`config.mk`:
```
export PLATFORM = sky130hd
export DESIGN_NAME = frac_search_ctrl
export DESIGN_NICKNAME = d
export VERILOG_FILES = /design/src/rtl/frac_pkg.sv /design/src/rtl/frac_addr_gen.sv /design/src/rtl/frac_search_ctrl.sv
export SDC_FILE = /design/constraint.sdc
export NUM_CORES = 1
export LEC_CHECK = 0
export ABC_AREA = 1
export BUFFER_PORTS_ARGS = -buffer_cell sky130_fd_sc_hd__buf_4
export CAP_MARGIN = 20
export CORE_AREA = 2 2 128 130
export DETAILED_ROUTE_END_ITERATION = 6
export DIE_AREA = 0 0 130 132
export PLACE_DENSITY_LB_ADDON = 0.08
export SLEW_MARGIN = 20
export SYNTH_ARGS = -nofsm -noshare
export SYNTH_HDL_FRONTEND = slang
export SYNTH_SLANG_ARGS = --single-unit
```
`constraint.sdc`:
```
create_clock -name clk -period 3.1 [get_ports clk]
set_input_delay 0.62 -clock clk [delete_from_list [all_inputs] [get_ports clk]]
set_output_delay 0.62 -clock clk [all_outputs]
set_load 0.02 [all_outputs]
```
`src/rtl/frac_pkg.sv`:
```
// ---------------------------------------------------------------------------
// frac_pkg
// Shared definitions for the quarter-pel search sequencer: block geometry,
// motion-vector width, latency-counter width and the controller state
// encoding. Imported by frac_addr_gen and frac_search_ctrl.
// ---------------------------------------------------------------------------
package frac_pkg;

    localparam int FRAC_ROWS  = 8;
    localparam int FRAC_PIX_W = 64;
    localparam int FRAC_MV_W  = 3;
    // Wide enough to hold the largest supported result latency (15).
    localparam int FRAC_LAT_W = 4;

    typedef enum logic [2:0] {
        ST_IDLE  = 3'd0,
        ST_FETCH = 3'd1,
        ST_DRAIN = 3'd2,
        ST_WAIT  = 3'd3,
        ST_HOLD  = 3'd4
    } fracState_t;

endpackage

```
`src/rtl/frac_addr_gen.sv`:
```
// ---------------------------------------------------------------------------
// frac_addr_gen
// Row address generator for one 8x8 block job. On i_load it captures the
// filter/reference base rows and the stride; every i_step cycle both
// addresses advance by the stride (modulo 2^ADDR_W) and the row counter
// increments. o_lastRow flags the cycle that presents the final row.
//
// Ports:
//   clk, reset            clock, synchronous active-low reset
//   i_load                capture bases/stride, restart at row 0
//   i_step                advance to the next row
//   i_filtBase/i_refBase  row-0 addresses of the filter/reference blocks
//   i_stride              address increment between rows
//   o_filtAddr/o_refAddr  current row addresses
//   o_lastRow             current row is row ROWS-1
// ---------------------------------------------------------------------------
module frac_addr_gen
    import frac_pkg::*;
#(
    parameter int ADDR_W = 10,
    parameter int ROWS   = FRAC_ROWS
) (
    input  logic              clk,
    input  logic              reset,
    input  logic              i_load,
    input  logic              i_step,
    input  logic [ADDR_W-1:0] i_filtBase,
    input  logic [ADDR_W-1:0] i_refBase,
    input  logic [ADDR_W-1:0] i_stride,
    output logic [ADDR_W-1:0] o_filtAddr,
    output logic [ADDR_W-1:0] o_refAddr,
    output logic              o_lastRow
);

    localparam int CNT_W = $clog2(ROWS);

    logic [CNT_W-1:0]  r_rowCnt;
    logic [ADDR_W-1:0] r_filtAddr;
    logic [ADDR_W-1:0] r_refAddr;
    logic [ADDR_W-1:0] r_stride;

    // Addresses are accumulated rather than multiplied; natural wrap of the
    // ADDR_W-bit adders gives the modulo behaviour the buffer expects.
    always_ff @(posedge clk) begin
        if (!reset) begin
            r_rowCnt   <= '0;
            r_filtAddr <= '0;
            r_refAddr  <= '0;
            r_stride   <= '0;
        end else if (i_load) begin
            r_rowCnt   <= '0;
            r_filtAddr <= i_filtBase;
            r_refAddr  <= i_refBase;
            r_stride   <= i_stride;
        end else if (i_step) begin
            r_rowCnt   <= r_rowCnt + CNT_W'(1);
            r_filtAddr <= r_filtAddr + r_stride;
            r_refAddr  <= r_refAddr + r_stride;
        end
    end

    assign o_filtAddr = r_filtAddr;
    assign o_refAddr  = r_refAddr;
    assign o_lastRow  = (r_rowCnt == CNT_W'(ROWS - 1));

endmodule

```
`src/rtl/frac_search_ctrl.sv`:
```
// ---------------------------------------------------------------------------
// frac_search_ctrl
// Sequencer for the 8x8 quarter-pel search engine. Accepts one block job,
// issues ROWS row reads to the dual-port block buffer, streams the returned
// rows to the engine framed by eng_input_ready, waits RES_LAT cycles for the
// engine to settle, then captures the motion vector and holds it on a
// valid/ready result port.
//
// Ports:
//   clk, reset                 clock, synchronous active-low reset
//   req_valid/req_ready        job handshake
//   req_filt_base/req_ref_base row-0 addresses, req_stride row increment
//   mem_rd_en, mem_*_addr      block-buffer read request (both ports)
//   mem_*_data                 returned rows, one cycle after mem_rd_en
//   eng_*_pix, eng_input_ready row stream to the engine
//   eng_mvx/eng_mvy            engine motion vector (signed)
//   res_valid/res_ready        result handshake, res_mvx/res_mvy payload
//   busy                       controller is not idle
// ---------------------------------------------------------------------------
module frac_search_ctrl
    import frac_pkg::*;
#(
    parameter int ADDR_W  = 10,
    parameter int PIX_W   = FRAC_PIX_W,
    parameter int ROWS    = FRAC_ROWS,
    parameter int RES_LAT = 1
) (
    input  logic                 clk,
    input  logic                 reset,
    input  logic                 req_valid,
    output logic                 req_ready,
    input  logic [ADDR_W-1:0]    req_filt_base,
    input  logic [ADDR_W-1:0]    req_ref_base,
    input  logic [ADDR_W-1:0]    req_stride,
    output logic                 mem_rd_en,
    output logic [ADDR_W-1:0]    mem_filt_addr,
    output logic [ADDR_W-1:0]    mem_ref_addr,
    input  logic [PIX_W-1:0]     mem_filt_data,
    input  logic [PIX_W-1:0]     mem_ref_data,
    output logic [PIX_W-1:0]     eng_filter_pix,
    output logic [PIX_W-1:0]     eng_ref_pix,
    output logic                 eng_input_ready,
    input  logic [FRAC_MV_W-1:0] eng_mvx,
    input  logic [FRAC_MV_W-1:0] eng_mvy,
    output logic                 res_valid,
    input  logic                 res_ready,
    output logic [FRAC_MV_W-1:0] res_mvx,
    output logic [FRAC_MV_W-1:0] res_mvy,
    output logic                 busy
);

    fracState_t r_state;
    fracState_t w_nextState;

    logic [FRAC_LAT_W-1:0] r_latCnt;
    logic                  r_inputReady;
    logic [FRAC_MV_W-1:0]  r_resMvx;
    logic [FRAC_MV_W-1:0]  r_resMvy;

    logic w_accept;
    logic w_lastRow;
    logic w_capture;

    assign w_accept  = (r_state == ST_IDLE) && req_valid;
    assign w_capture = (r_state == ST_WAIT) && (r_latCnt == FRAC_LAT_W'(1));

    frac_addr_gen #(
        .ADDR_W (ADDR_W),
        .ROWS   (ROWS)
    ) u_addrGen (
        .clk        (clk),
        .reset      (reset),
        .i_load     (w_accept),
        .i_step     (r_state == ST_FETCH),
        .i_filtBase (req_filt_base),
        .i_refBase  (req_ref_base),
        .i_stride   (req_stride),
        .o_filtAddr (mem_filt_addr),
        .o_refAddr  (mem_ref_addr),
        .o_lastRow  (w_lastRow)
    );

    // State register.
    always_ff @(posedge clk) begin
        if (!reset) begin
            r_state <= ST_IDLE;
        end else begin
            r_state <= w_nextState;
        end
    end

    // Next-state logic. WAIT leaves on the cycle the engine outputs are
    // valid, which is the same cycle the result registers capture them.
    always_comb begin
        w_nextState = r_state;
        case (r_state)
            ST_IDLE:  if (req_valid)             w_nextState = ST_FETCH;
            ST_FETCH: if (w_lastRow)             w_nextState = ST_DRAIN;
            ST_DRAIN:                            w_nextState = ST_WAIT;
            ST_WAIT:  if (w_capture)             w_nextState = ST_HOLD;
            ST_HOLD:  if (res_ready)             w_nextState = ST_IDLE;
            default:                             w_nextState = ST_IDLE;
        endcase
    end

    // Output decode. res_valid is a pure state decode so it drops the cycle
    // after the handshake and a new job waits for IDLE.
    always_comb begin
        req_ready = 1'b0;
        mem_rd_en = 1'b0;
        res_valid = 1'b0;
        busy      = 1'b1;
        case (r_state)
            ST_IDLE: begin
                req_ready = 1'b1;
                busy      = 1'b0;
            end
            ST_FETCH: mem_rd_en = 1'b1;
            ST_HOLD:  res_valid = 1'b1;
            default:  ;
        endcase
    end

    // Framing follows the read strobe by the buffer's one-cycle latency, and
    // the latency counter is loaded in DRAIN so that count==1 marks the cycle
    // RES_LAT after the last framed row.
    always_ff @(posedge clk) begin
        if (!reset) begin
            r_inputReady <= 1'b0;
            r_latCnt     <= '0;
            r_resMvx     <= '0;
            r_resMvy     <= '0;
        end else begin
            r_inputReady <= mem_rd_en;
            if (r_state == ST_DRAIN) begin
                r_latCnt <= FRAC_LAT_W'(RES_LAT);
            end else if (r_state == ST_WAIT) begin
                r_latCnt <= r_latCnt - FRAC_LAT_W'(1);
            end
            if (w_capture) begin
                r_resMvx <= eng_mvx;
                r_resMvy <= eng_mvy;
            end
        end
    end

    assign eng_input_ready = r_inputReady;
    assign eng_filter_pix  = mem_filt_data;
    assign eng_ref_pix     = mem_ref_data;
    assign res_mvx         = r_resMvx;
    assign res_mvy         = r_resMvy;

endmodule

```
Word-level counts from Yosys, hierarchy flattened
Cells that the tools add are included.
Operators by class
  bitwise gates (word level): 1
  mux-type cells: 15
  reductions and logical operators: 8
  add/sub/neg operators: 4
  equality and inequality tests: 10
Operators with widths (count)
  $mux W10: 4
  $add A10 B10 Y10: 2
  $pmux W3 S5: 1
  $mux W3: 4
  $ne A2 B2 Y1 const B: 4
  $eq A3 B2 Y1 const B: 2
  $eq A3 B3 Y1 const B: 2
  $mux W1: 6
  $eq A4 B1 Y1 const B: 1
  $reduce_and A4 Y1: 1
  $reduce_bool A2 Y1: 2
  $reduce_or A2 Y1: 2
  $sub A4 B1 Y4 const B: 1
  $add A3 B1 Y3 const B: 1
  $eq A3 B1 Y1 const B: 1
  $logic_not A3 Y1: 1
  $logic_and A1 B1 Y1: 2
  $not A1 Y1: 1
Storage, ports and cells
  logic and storage cells: 48
  register bits after elaboration: 47
  output and inout bits: 159
  bits of input ports: 168

Logic depth before layout (Yosys ltp)
  depth after elaboration: 4
  gate-level depth with buffers: 11
  gate-level depth less buffers: 11

Hierarchy
Synthesis repeated with hierarchy kept, for this count alone.
Unflattened totals
  cells, all modules: 544
  area total of the unflattened synthesis: 3860.0 µm²
Modules (own cells, without submodules)
  frac_addr_gen: times used 1, cells an instance 321, seq. area each 660.6 µm², area an instance 2213.4 µm²
  frac_search_ctrl: times used 1, cells an instance 223, seq. area each 280.3 µm², area an instance 1646.6 µm²

Worst setup path after synthesis
Ideal clock, no wire load.
  path type: register to register
  start point: register u_addrGen.r_filtAddr[0] (netlist: u_addrGen.o_filtAddr[0])
  end point: register u_addrGen.r_filtAddr[6] (netlist: u_addrGen.o_filtAddr[6])
  path buffers: 0
  clock period less this slack: 1.693 ns
  arrival time: 1.560 ns
  slack: 1.407 ns
  library setup time: 0.132 ns
  cell stages (with the launch flop): 11
  cells stage by stage: dfxtp_1 -> ha_1 -> fa_1 -> nand3_1 -> nand3_1 -> nand3_1 -> nand2_1 -> nand2_1 -> nand3_1 -> nand2_1 -> a21oi_1
On the way
  longest elaborated chain between the ends: 3
Ends and longest elaborated chain
  start, declared: RTL line frac_addr_gen.sv:38  | logic [ADDR_W-1:0] r_filtAddr;
  start signal, assigned: RTL line frac_addr_gen.sv:52  | r_filtAddr <= i_filtBase;
  start signal, assigned: RTL line frac_addr_gen.sv:57  | r_filtAddr <= r_filtAddr + r_stride;
  $add A10 B10 Y10: RTL line frac_addr_gen.sv:57
  $mux W10: RTL line frac_addr_gen.sv:55  | end else if (i_step) begin
  $mux W10: RTL line frac_addr_gen.sv:50  | end else if (i_load) begin
No other way between the ends. The select of a mux whose other input is x is not followed.
A chain may end at the register's enable or synchronous reset.

Worst setup path after layout
  start point: register r_state[1]
  end point: output mem_rd_en
On the way
  longest elaborated chain between the ends: 2
Ends and longest elaborated chain
  start, declared: RTL line frac_search_ctrl.sv:52  | fracState_t r_state;
  start signal, assigned: RTL line frac_search_ctrl.sv:88  | r_state <= w_nextState;
  $eq A3 B1 Y1: RTL line frac_search_ctrl.sv:113  | case (r_state)
  $mux W1: RTL line frac_search_ctrl.sv:113
  end, declared: RTL line frac_search_ctrl.sv:35  | output logic mem_rd_en,
No other way between the ends.

==> metrics.csv <==
metric;value;unit
Max IR drop VDD;0.197;mV
critical path's top delay family;buffers and inverters;
Syn. warnings;0;
routability cong.;0.773;
Reg clk slew, reported paths;0.06;ns
RSZ-0062 raised after global routing;no;
I/O Buffers;70;
# nets final;679;
layout cells sized above 1;19.1;%
total grt overflow;0;
Ant. Diodes;0;
row cnt;46;
Layout Skew;0.00642;ns
vias post-DR;2914;
Synth Cell Area;0.00381;sq mm
HP Class;reg -> reg;
CTS max path bufs;2;
Pre-antenna DRT Iters;4;
overall global routing resource usage;12.1;%
max incr delay on CP;0.35;ns
flip-flop and latch area;941;sq um
vias per cell;4.15;
WL per Instance;14.2;um
P_leak;1.78;nW
DP Wirelength;7.90;mm
Worst setup SP type;register;
worst endpoint required time;2.48;ns
post-synthesis register bit count;47;
PostCTS Resize Cnt;0;
Hold Vio Cnt, Final;0;
largest family of logic cells by synthesized area;buffers and inverters;
crit end category;output port;
Setup Fix Bufs, Post-CTS;0;
initial antenna violation count;0;
Compound-Gate Fraction of Synth Area;10.8;%
Die Span Y;132;um
Core ar.;0.0157;sq mm
I/O pin total;327;
status;complete, no violations;
design area;0.00372;sq mm
max frequency;459;MHz
remaining antenna violation count;0;
final count of negative-setup-slack endpoints;0;
# DRC;0;
setup TNS;0;ns
XOR/XNOR Fraction of Synth Area;1.61;%
critical path arrival;1.56;ns
starting density of the core;24.3;%
Clk Latency, worst-skew pair;0.30;ns
Pwr Total;2.11;mW
critical path's slowest cell;dfxtp_1;
CTS tree;built;
Crit Path Max Fanout;16;
Setup Crit Path Kind;reg -> out;
Worst slew margin;69.6;%
post-synthesis mux area share;0;%
largest net degree at the start of global routing;25;
clk sinks;47;
pwr/cell area;569;mW/mm^2
final WL;10.0;mm
vias in the first global route;3126;
Avg Synthesized Cell Area;6.95;sq um
min cycle time layout;2.18;ns
sequential-to-total area share from yosys stat;24.7;%
# fillers;1794;
violation count after the first detailed-route iteration;100;
die area;0.0172;sq mm
Post-DP Area;0.00359;sq mm
Netlist cell types;29;
Multi-input gate area;0.00166;sq mm
post-synthesis adder-cell area fraction;8.27;%
Worst-Margin Slew;0.454;ns
die width;130;um
TritonCTS buffer count;5;
htree depth;2;
hold buffer count at CTS;0;
Final Cycle Share;70.3;%
first-pass GRT wire length;16.2;mm
Clk Tree Root Cell;clkbuf_16;
Max-cap violations;0;
Synth Area in Simple Gates;22.8;%
worst path cell trace;inv_1 -> nand3_2 -> buf_4 -> inv_1 -> buf_4;
Area Overhead vs Synth;-2.43;%
Gate Count Post-Synth;548;
worst path bufs/invs;4;
Syn Nets;740;
fin. max-slew vios;0;
## synthesized netlist by cell type (all sizes together)
| cell | count | area, sq um |
|---|---|---|
| o21a | 2 | 15.0 |
| o2111ai | 1 | 8.76 |
| inv | 45 | 169 |
| buf | 137 | 1030 |
| nor2 | 31 | 124 |
| dfxtp | 47 | 941 |
| nand2 | 137 | 522 |
| or2 | 4 | 25.0 |
| xor2 | 7 | 61.3 |
| o21bai | 1 | 7.51 |
| nor3 | 4 | 20.0 |
| fa | 2 | 40.0 |
| a21oi | 39 | 195 |
| nand4 | 4 | 25.0 |
| o221a | 1 | 11.3 |
| o211ai | 1 | 7.51 |
| a31oi | 10 | 62.6 |
| o221ai | 2 | 17.5 |
| o21ai | 17 | 85.1 |
| ha | 22 | 275 |
| clkbuf | 4 | 15.0 |
| nand3 | 30 | 155 |
## layer usage
layer / share of wire, % / track usage (%) / up-vias
met4: 3.3 / 5.26 / 0
li1: - / - / 1506
met3: 7.3 / 4.42 / 48
met2: 47 / 19.8 / 89
met1: 43 / 14.0 / 1271
met5: 0 / 0 / -
## final timing paths
path | from | end | slack [ns] | cells past startpoint
max | r_state[1] | mem_rd_en | 0.92 | 5
min | u_addrGen.r_rowCnt[1] | u_addrGen.r_rowCnt[1] | 0.47 | 2
max reg2reg | u_addrGen.o_filtAddr[0] | u_addrGen.o_filtAddr[8] | 1.24 | 10
min reg2reg | u_addrGen.r_rowCnt[1] | u_addrGen.r_rowCnt[1] | 0.47 | 2
## power breakdown
part,switching (mW),internal [mW]
sequential,0.0819,0.688
clock,0.241,0.290
combinational,0.497,0.316
total,0.820,1.29
## placed cells by master (no fill, tap or decap), drive strengths merged
master and instances:
nor2 31, dfxtp 47, buf 73, inv 45, nand3 30, a21oi 39, nor3 4, o221a 1
nand2 137, o21ai 17, o221ai 2, o2111ai 1, nand4 4, ha 22, o211ai 1, clkbuf 5
or2 4, xor2 7, a31oi 10, o21bai 1, clkinvlp 1, o21a 2, fa 2
## cell type report
cell class | count | area share [%]
tap | 216 | 7.27
clock buffer | 5 | 3.36
clock inverter | 1 | 0.202
timing repair buffer | 73 | 14.7
multi-input combinational | 315 | 44.6
inverter | 45 | 4.54
sequential | 47 | 25.3
## sequential cells by signal, indices dropped and copies added, names as in the netlist
register / count
eng_input_ready: 1
r_latCnt: 4
r_state: 3
res_mvx: 3
res_mvy: 3
u_addrGen.o_filtAddr: 10
u_addrGen.o_refAddr: 10
u_addrGen.r_rowCnt: 3
u_addrGen.r_stride: 10
## logic make-up (layout without fill, tap and decap cells)
logic type | after synthesis | in the layout
xor gates and xnor gates | 7 | 7
AOI/OAI and AO/OA | 74 | 74
buffers and inverters | 186 | 124
and+or+nand+nor | 210 | 210
adders and majority gates | 24 | 24
DFF | 47 | 47
## worst reg2reg max path: stages, from the launching register on
cell and delay [ns]:
dfxtp_1 0.33, ha_1 0.27, fa_1 0.43, nand3_1 0.13, nand3_1 0.13, nand2_1 0.14, nand2_1 0.07, nand2_1 0.06
nand3_1 0.07, nand2_1 0.07, a21oi_1 0.05
## stage by stage
stage | utilization [%] | hold WS, ns | instances | worst slack, ns
global placement | 22.8 | 0.459 | 696 | 1.16
detailed placement | 22.8 | 0.464 | 696 | 1.13
CTS | 23.7 | 0.475 | 702 | 0.872
floorplan | - | 0.444 | 548 | 1.41
global route | 23.7 | 0.512 | 702 | 0.773
finish | 23.7 | 0.471 | 702 | 0.920
(Power assumes the default switching activity.)
